$ cat config.mk
export PLATFORM = sky130hd
export DESIGN_NAME = key_scan_ctrl
export DESIGN_NICKNAME = d
export VERILOG_FILES = /design/src/rtl/key_scan_ctrl.sv
export SDC_FILE = /design/constraint.sdc
export NUM_CORES = 1
export LEC_CHECK = 0
export CAP_MARGIN = 20
export CORE_ASPECT_RATIO = 0.9
export CORE_UTILIZATION = 35
export DETAILED_ROUTE_END_ITERATION = 10
export GPL_ROUTABILITY_DRIVEN = 0
export PLACE_DENSITY = 0.6
export SLEW_MARGIN = 15
export SYNTH_ARGS = -nofsm -noshare
export SYNTH_HDL_FRONTEND = slang
export SYNTH_SLANG_ARGS = --single-unit
$ cat constraint.sdc
create_clock -name clk -period 2.2 [get_ports clk]
set_clock_uncertainty 0.1 [all_clocks]
set_input_delay 0.33 -clock clk [delete_from_list [all_inputs] [get_ports clk]]
set_output_delay 0.33 -clock clk [all_outputs]
set_load 0.005 [all_outputs]
$ cat src/rtl/key_scan_ctrl.sv
// Keypad scan controller: sweeps a 4-to-16 decoder line by line, debounces a
// hit on the sense return, reports the line as a key code, then waits for release.
module key_scan_ctrl #(
  parameter int DWELL    = 4,
  parameter int DEBOUNCE = 3
) (
  input  logic       clk,
  input  logic       rst_n,
  input  logic       scan_en,
  input  logic       sense,
  output logic [3:0] sel,
  output logic       sel_en,
  output logic [3:0] key_code,
  output logic       key_valid,
  input  logic       key_ready,
  output logic       key_held
);

  // state        | meaning
  // ST_IDLE      | parked, decoder disabled, sel=0
  // ST_SCAN      | sweeping lines, one dwell period each
  // ST_CONFIRM   | hit seen on sel, collecting consecutive hit samples
  // ST_OUTPUT    | key_code presented, waiting for key_ready
  // ST_WAIT_REL  | key reported, collecting consecutive release samples
  typedef enum logic [2:0] {
    ST_IDLE,
    ST_SCAN,
    ST_CONFIRM,
    ST_OUTPUT,
    ST_WAIT_REL
  } state_t;

  localparam int DW = $clog2(DWELL) + 1;
  localparam int HW = $clog2(DEBOUNCE) + 1;
  localparam logic [DW-1:0] DWELL_LAST = DW'(DWELL - 1);
  localparam logic [HW-1:0] HIT_FULL   = HW'(DEBOUNCE);

  state_t        state_q, state_d;
  logic [3:0]    sel_q, sel_d;
  logic [3:0]    code_q, code_d;
  logic [DW-1:0] dwell_q, dwell_d;
  logic [HW-1:0] hit_q, hit_d;

  logic          dwell_end;
  logic [DW-1:0] dwell_nxt;
  logic [HW-1:0] hit_inc;

  always_ff @(posedge clk) begin
    if (!rst_n) begin
      state_q <= ST_IDLE;
      sel_q   <= '0;
      code_q  <= '0;
      dwell_q <= '0;
      hit_q   <= '0;
    end else begin
      state_q <= state_d;
      sel_q   <= sel_d;
      code_q  <= code_d;
      dwell_q <= dwell_d;
      hit_q   <= hit_d;
    end
  end

  assign dwell_end = (dwell_q == DWELL_LAST);
  assign dwell_nxt = dwell_end ? '0 : dwell_q + DW'(1);
  assign hit_inc   = hit_q + HW'(1);

  always_comb begin
    state_d = state_q;
    sel_d   = sel_q;
    code_d  = code_q;
    dwell_d = dwell_q;
    hit_d   = hit_q;

    case (state_q)
      ST_IDLE: begin
        sel_d   = '0;
        dwell_d = '0;
        hit_d   = '0;
        if (scan_en) state_d = ST_SCAN;
      end

      ST_SCAN, ST_CONFIRM: begin
        if (!scan_en) begin
          // dropping scan_en discards any partial debounce
          state_d = ST_IDLE;
          sel_d   = '0;
          dwell_d = '0;
          hit_d   = '0;
        end else begin
          dwell_d = dwell_nxt;
          if (dwell_end) begin
            if (sense) begin
              hit_d = (state_q == ST_SCAN) ? HW'(1) : hit_inc;
              if (((state_q == ST_SCAN) ? HW'(1) : hit_inc) == HIT_FULL) begin
                state_d = ST_OUTPUT;
                code_d  = sel_q;
              end else begin
                state_d = ST_CONFIRM;
              end
            end else begin
              state_d = ST_SCAN;
              sel_d   = sel_q + 4'd1;
              hit_d   = '0;
            end
          end
        end
      end

      ST_OUTPUT: begin
        dwell_d = '0;
        if (key_ready) begin
          state_d = ST_WAIT_REL;
          hit_d   = '0;
        end
      end

      ST_WAIT_REL: begin
        // hit_q counts consecutive released samples here
        dwell_d = dwell_nxt;
        if (dwell_end) begin
          if (sense) begin
            hit_d = '0;
          end else if (hit_inc == HIT_FULL) begin
            hit_d   = '0;
            state_d = scan_en ? ST_SCAN : ST_IDLE;
            sel_d   = scan_en ? sel_q + 4'd1 : 4'd0;
          end else begin
            hit_d = hit_inc;
          end
        end
      end

      default: begin
        state_d = ST_IDLE;
        sel_d   = '0;
        dwell_d = '0;
        hit_d   = '0;
      end
    endcase
  end

  assign sel       = sel_q;
  assign sel_en    = (state_q != ST_IDLE);
  assign key_code  = code_q;
  assign key_valid = (state_q == ST_OUTPUT);
  assign key_held  = (state_q == ST_WAIT_REL);

endmodule
* Yosys cells after proc, flatten, opt, wreduce, memory -nomap -nowiden
Index checks and enable logic that the tools add are counted.
** Word-level totals
- Bits in registers :: 17
- ROM bits :: 0
- Output and inout bits :: 11
- RAM bits :: 0
- Bits in latches :: 0
- Bits of input ports :: 5
- Memories kept :: 0
- Logic and storage cells :: 61
** Cells by class
- Mux-type cells :: 31
- Multipliers :: 0
- Shifts and indexed selects :: 0
- Div/mod/pow operators :: 0
- Add/subtract/negate cells :: 3
- Equal/unequal tests :: 14
- Bitwise logic cells :: 1
- Reduce and logical (&&, ||, !) cells :: 7
- Order comparisons :: 0
** Operators by type and width (count)
- 3-bit 2-to-1 mux :: 18
- 4-bit 2-to-1 mux :: 7
- 3-bit by 2-bit equality test with 1-bit output, second input constant :: 5
- 3-bit case mux with 4 select lines :: 1
- 4-bit case mux with 3 select lines :: 1
- 6-bit AND reduction :: 2
- 3-bit case mux with 3 select lines :: 1
- 3-bit by 1-bit adder with 3-bit output, second input constant :: 2
- 2-bit by 1-bit inequality test with 1-bit output, second input constant :: 3
- 3-bit inequality test, second input constant :: 2
- 3-bit case mux with 2 select lines :: 1
- 5-bit AND reduction :: 1
- 4-bit by 1-bit adder with 4-bit output, second input constant :: 1
- 2-bit inequality test, second input constant :: 2
- 3-bit by 1-bit equality test with 1-bit output, second input constant :: 1
- 3-bit equality test, second input constant :: 1
- 3-bit zero test :: 1
- 3-bit AND reduction :: 1
- 3-bit nonzero test :: 1
- 1-bit 2-to-1 mux :: 2
- 2-bit OR reduction :: 1
- 1-bit NOT :: 1

* Longest topological paths before layout
- Depth in word-level cells :: 8
- Depth in mapped cells :: 7
- Gate-level depth less buffers :: 7

* Worst setup path before layout
OpenSTA, ideal clock, no wires.
- Path type :: register to register
- From :: reg hit_q[0]
- To :: reg code_q[0] (netlist: key_code[0])
- Path slack :: 0.499 ns
- Data arrival time :: 1.485 ns
- Buffers on the path :: 0
- Library setup time :: 0.116 ns
- Stages on the path, launching flop included :: 7
- Required time :: 1.984 ns
- Clock period less this slack :: 1.701 ns
- Cells stage by stage :: dfxtp_1 > ha_1 > xnor2_1 > nand2_1 > nor3b_4 > mux2i_1 > nor2b_1
** On the way
- Word-level cells in the longest chain between the ends :: 4
** RTL lines
- from (decl) :: RTL line 42 : logic [HW-1:0] hit_q, hit_d;
- from (signal assigned) :: RTL line 60 : hit_q <= hit_d;
- 3-bit by 1-bit adder with 3-bit output :: RTL line 66 : assign hit_inc = hit_q + HW'(1);
- 3-bit 2-to-1 mux :: RTL line 95 : if (((state_q == ST_SCAN) ? HW'(1) : hit_inc) == HIT_FULL) begin
- 3-bit by 2-bit equality test with 1-bit output :: RTL line 95
- 5-bit AND reduction (no source line)
- to (signal assigned) :: RTL line 58 : code_q <= code_d;
- to (decl) :: RTL line 40 : logic [3:0] code_q, code_d;
No other way between the ends.
A chain may end at the register's enable or synchronous reset.

* Final worst setup path
- From :: reg state_q[0]
- To :: out key_held
** On the way
- Word-level cells in the longest chain between the ends :: 1
** RTL lines
- from (decl) :: RTL line 38 : state_t state_q, state_d;
- from (signal assigned) :: RTL line 56 : state_q <= state_d;
- 3-bit equality test :: RTL line 147 : assign key_held = (state_q == ST_WAIT_REL);
- to (decl) :: RTL line 16 : output logic key_held
No other way between the ends.

==> run summary <==
DRT antenna net count: 0
WS Path Type: flip-flop to output pin
clock buffer depth: 2
Worst Path Max Fanout: 4
hpwl dp: 1770 um
dpl cells: 177
clock share of power: 27.4%
Switching Fraction: 30.3%
cts bufs inserted: 3
final hold viol count: 0
Reg clk slew, reported paths: 0.11 ns
total power after layout: 650 uW
FF-to-FF path depth: 6
Clock Sinks: 17
# DRC: 0
cts hold-fix bufs: 0
synth unique cells: 44
chip width: 59.4 um
Synth Register Bits: 17
grt ovf: 0
Max Fclk: 470 MHz
Post-Route WL: 2350 um
via/cell ratio: 5.03
core region area: 2770 um^2
final net count: 151
Hold Path Depth: 1
Syn Inst Count: 118
Post-synth EDFFs: 0
drt wl/cell: 13.0 um
initial antenna violation count: 0
Worst EP required: 1.77 ns
area grow syn2layout: 26.8%
sequential fraction of the synthesis area: 32.9%
Worst setup SP type: flip-flop
final hold slack: 0.349 ns
largest net degree at the start of global routing: 21
die height: 53.6 um
share of post-route cells with drive strength above 1: 18.4%
Pleak: 0.478 nW
r2r setup slk: 0.24 ns
Placed Area: 1280 um^2
RSZ-0062 raised after global routing: false
critical path endpoint: key_held
Synth Net Count: 127
Core Rows: 18
drt pass-1 iters: 4
Finish-stage setup viols: 0
violation count after the first detailed-route iteration: 46
Mapped Area: 1040 um^2
max-slew violation count: 0
Total GRT Usage: 16.9%
cell-internal power: 453 uW
combinational share of power: 22.7%
Post-CTS Resized: 0
crit path launch: state_q[0]
status: finished, final reports clean
Sequential Power Share: 50.0%
root buf cell: clkbuf_4
Syn. warnings: 0
Syn Area/Cell: 8.78 um^2
ys async rst share: 0%
Synth Flop Type: dfxtp_1
PD cells: 495 nW/um^2
DR vias: 910
Hold Path Class: flip-flop to flip-flop
Final period util: 96.7%
Die ar.: 3180 um^2
cell area after layout: 1310 um^2
worst skew pair latency: 0.30 ns
normalized max-slew margin: 72.8%
switching power: 197 uW
H-tree lvl count: 1
worst reg2reg path endpoint: key_code[2]
Starting Density: 37.4%
Finished Layout Cells: 181
Setup Buffers After CTS: 0
final worst path period need: 2.13 ns
CP arrival: 1.70 ns
TritonCTS clock tree: yes
first-pass GRT wire length: 3950 um
CP Capture Type: output pin
Setup TNS: 0 ns
Worst-Margin Slew: 0.408 ns
vias in the first global route: 846
num ports: 16
VDD IR max: 0.000351 V
R2R Path Start: hit_q[0]
Ant. Diodes: 0
Max Cap Violations: 0
# port buffers: 15
[how the worst min path moves through the flow]
stage / end / from / slack, ns
6_report: dwell_q[0] / dwell_q[0] / 0.35
5_1_grt: dwell_q[0] / dwell_q[0] / 0.38
4_1_cts: dwell_q[0] / dwell_q[0] / 0.36
3_5_place_dp: dwell_q[0] / dwell_q[0] / 0.34
3_3_place_gp: dwell_q[0] / dwell_q[0] / 0.31
2_1_floorplan: dwell_q[0] / dwell_q[0] / 0.31
[per-layer routing]
metal	GRT usage [%]	up-vias	routed length, um
met5	0	-	0
met4	4.76	0	10
met3	4.33	2	70
met2	28.8	14	1130
met1	21.1	425	1140
li1	-	469	-
[critical path, stage by stage (launching register included)]
cell and delay [ns]:
dfxtp_1 0.36, or3b_4 0.45, inv_2 0.10, clkdlybuf4s50_1 0.50
[cells by family after synthesis]
| kind of cell | count (synthesis) | share of synthesized area (%) |
|---|---|---|
| AOI/OAI and AO/OA | 23 | 17.4 |
| xor gates and xnor gates | 2 | 2.42 |
| adders and majority gates | 4 | 4.83 |
| buffers and inverters | 10 | 3.98 |
| DFF | 17 | 32.9 |
| muxes | 5 | 4.83 |
| and+or+nand+nor | 57 | 33.7 |
[cell type report]
class                   count  area (um^2)
clock inverters             1         5.00
clock buffers               3         22.5
inverters                   4         15.0
flip-flops and latches     17          342
well taps                  40         50.0
multi-input cells          91          654
repair buffers             25          225
fillers                   281         1460
[layout by cell type, fill, tap and decap left out, types with 2 or more instances in the layout]
cell type	netlist	final
a21oi_1	2	2
buf_4	0	10
clkbuf_4	0	3
clkdlybuf4s50_1	0	15
dfxtp_1	17	16
ha_1	4	4
inv_1	3	3
mux2i_1	5	5
nand2_1	13	13
nand2b_1	5	5
nand3_1	4	4
nand3b_1	4	4
nand4_1	2	2
nor2_1	6	6
nor2b_1	6	6
nor3_1	2	2
nor3b_1	2	2
nor4b_1	2	2
o21ai_0	4	4
o21ai_1	2	2
o21ai_2	2	2
o22ai_1	3	3
or3_1	2	2
[power by group through the flow]
stage,Combinational [mW],Clock (mW),Sequential (mW)
2_1_floorplan,0.0960,0,0.330
3_3_place_gp,0.144,0,0.331
3_5_place_dp,0.146,0,0.332
4_1_cts,0.147,0.185,0.325
5_1_grt,0.162,0.197,0.326
6_report,0.147,0.178,0.325
[sequential cells by signal, indices dropped and copies added, names as in the netlist]
| signal | count |
|---|---|
| state_q | 3 |
| key_code | 4 |
| dwell_q | 3 |
| sel | 4 |
| hit_q | 3 |
[stage by stage]
step	setup slack, ns	util, %
final	0.0725	47.4
after global routing	0.0170	47.4
after CTS	0.0470	47.4
after detailed placement	0.0910	46.4
after global placement	0.166	46.4
after floorplan	0.499	-
[cells in the mapped netlist (3+ instances only)]
cell | instances | share of area (%)
nand2b_1 | 5 | 3.0
nor2_1 | 6 | 2.2
nand3b_1 | 4 | 2.9
buf_2 | 3 | 1.4
inv_1 | 3 | 1.1
clkbuf_1 | 3 | 1.1
dfxtp_1 | 17 | 33
o21ai_0 | 4 | 1.9
o22ai_1 | 3 | 1.8
ha_1 | 4 | 4.8
nand3_1 | 4 | 1.9
mux2i_1 | 5 | 4.8
nor2b_1 | 6 | 3.6
nand2_1 | 13 | 4.7
Power figures use the tool's default switching activity.
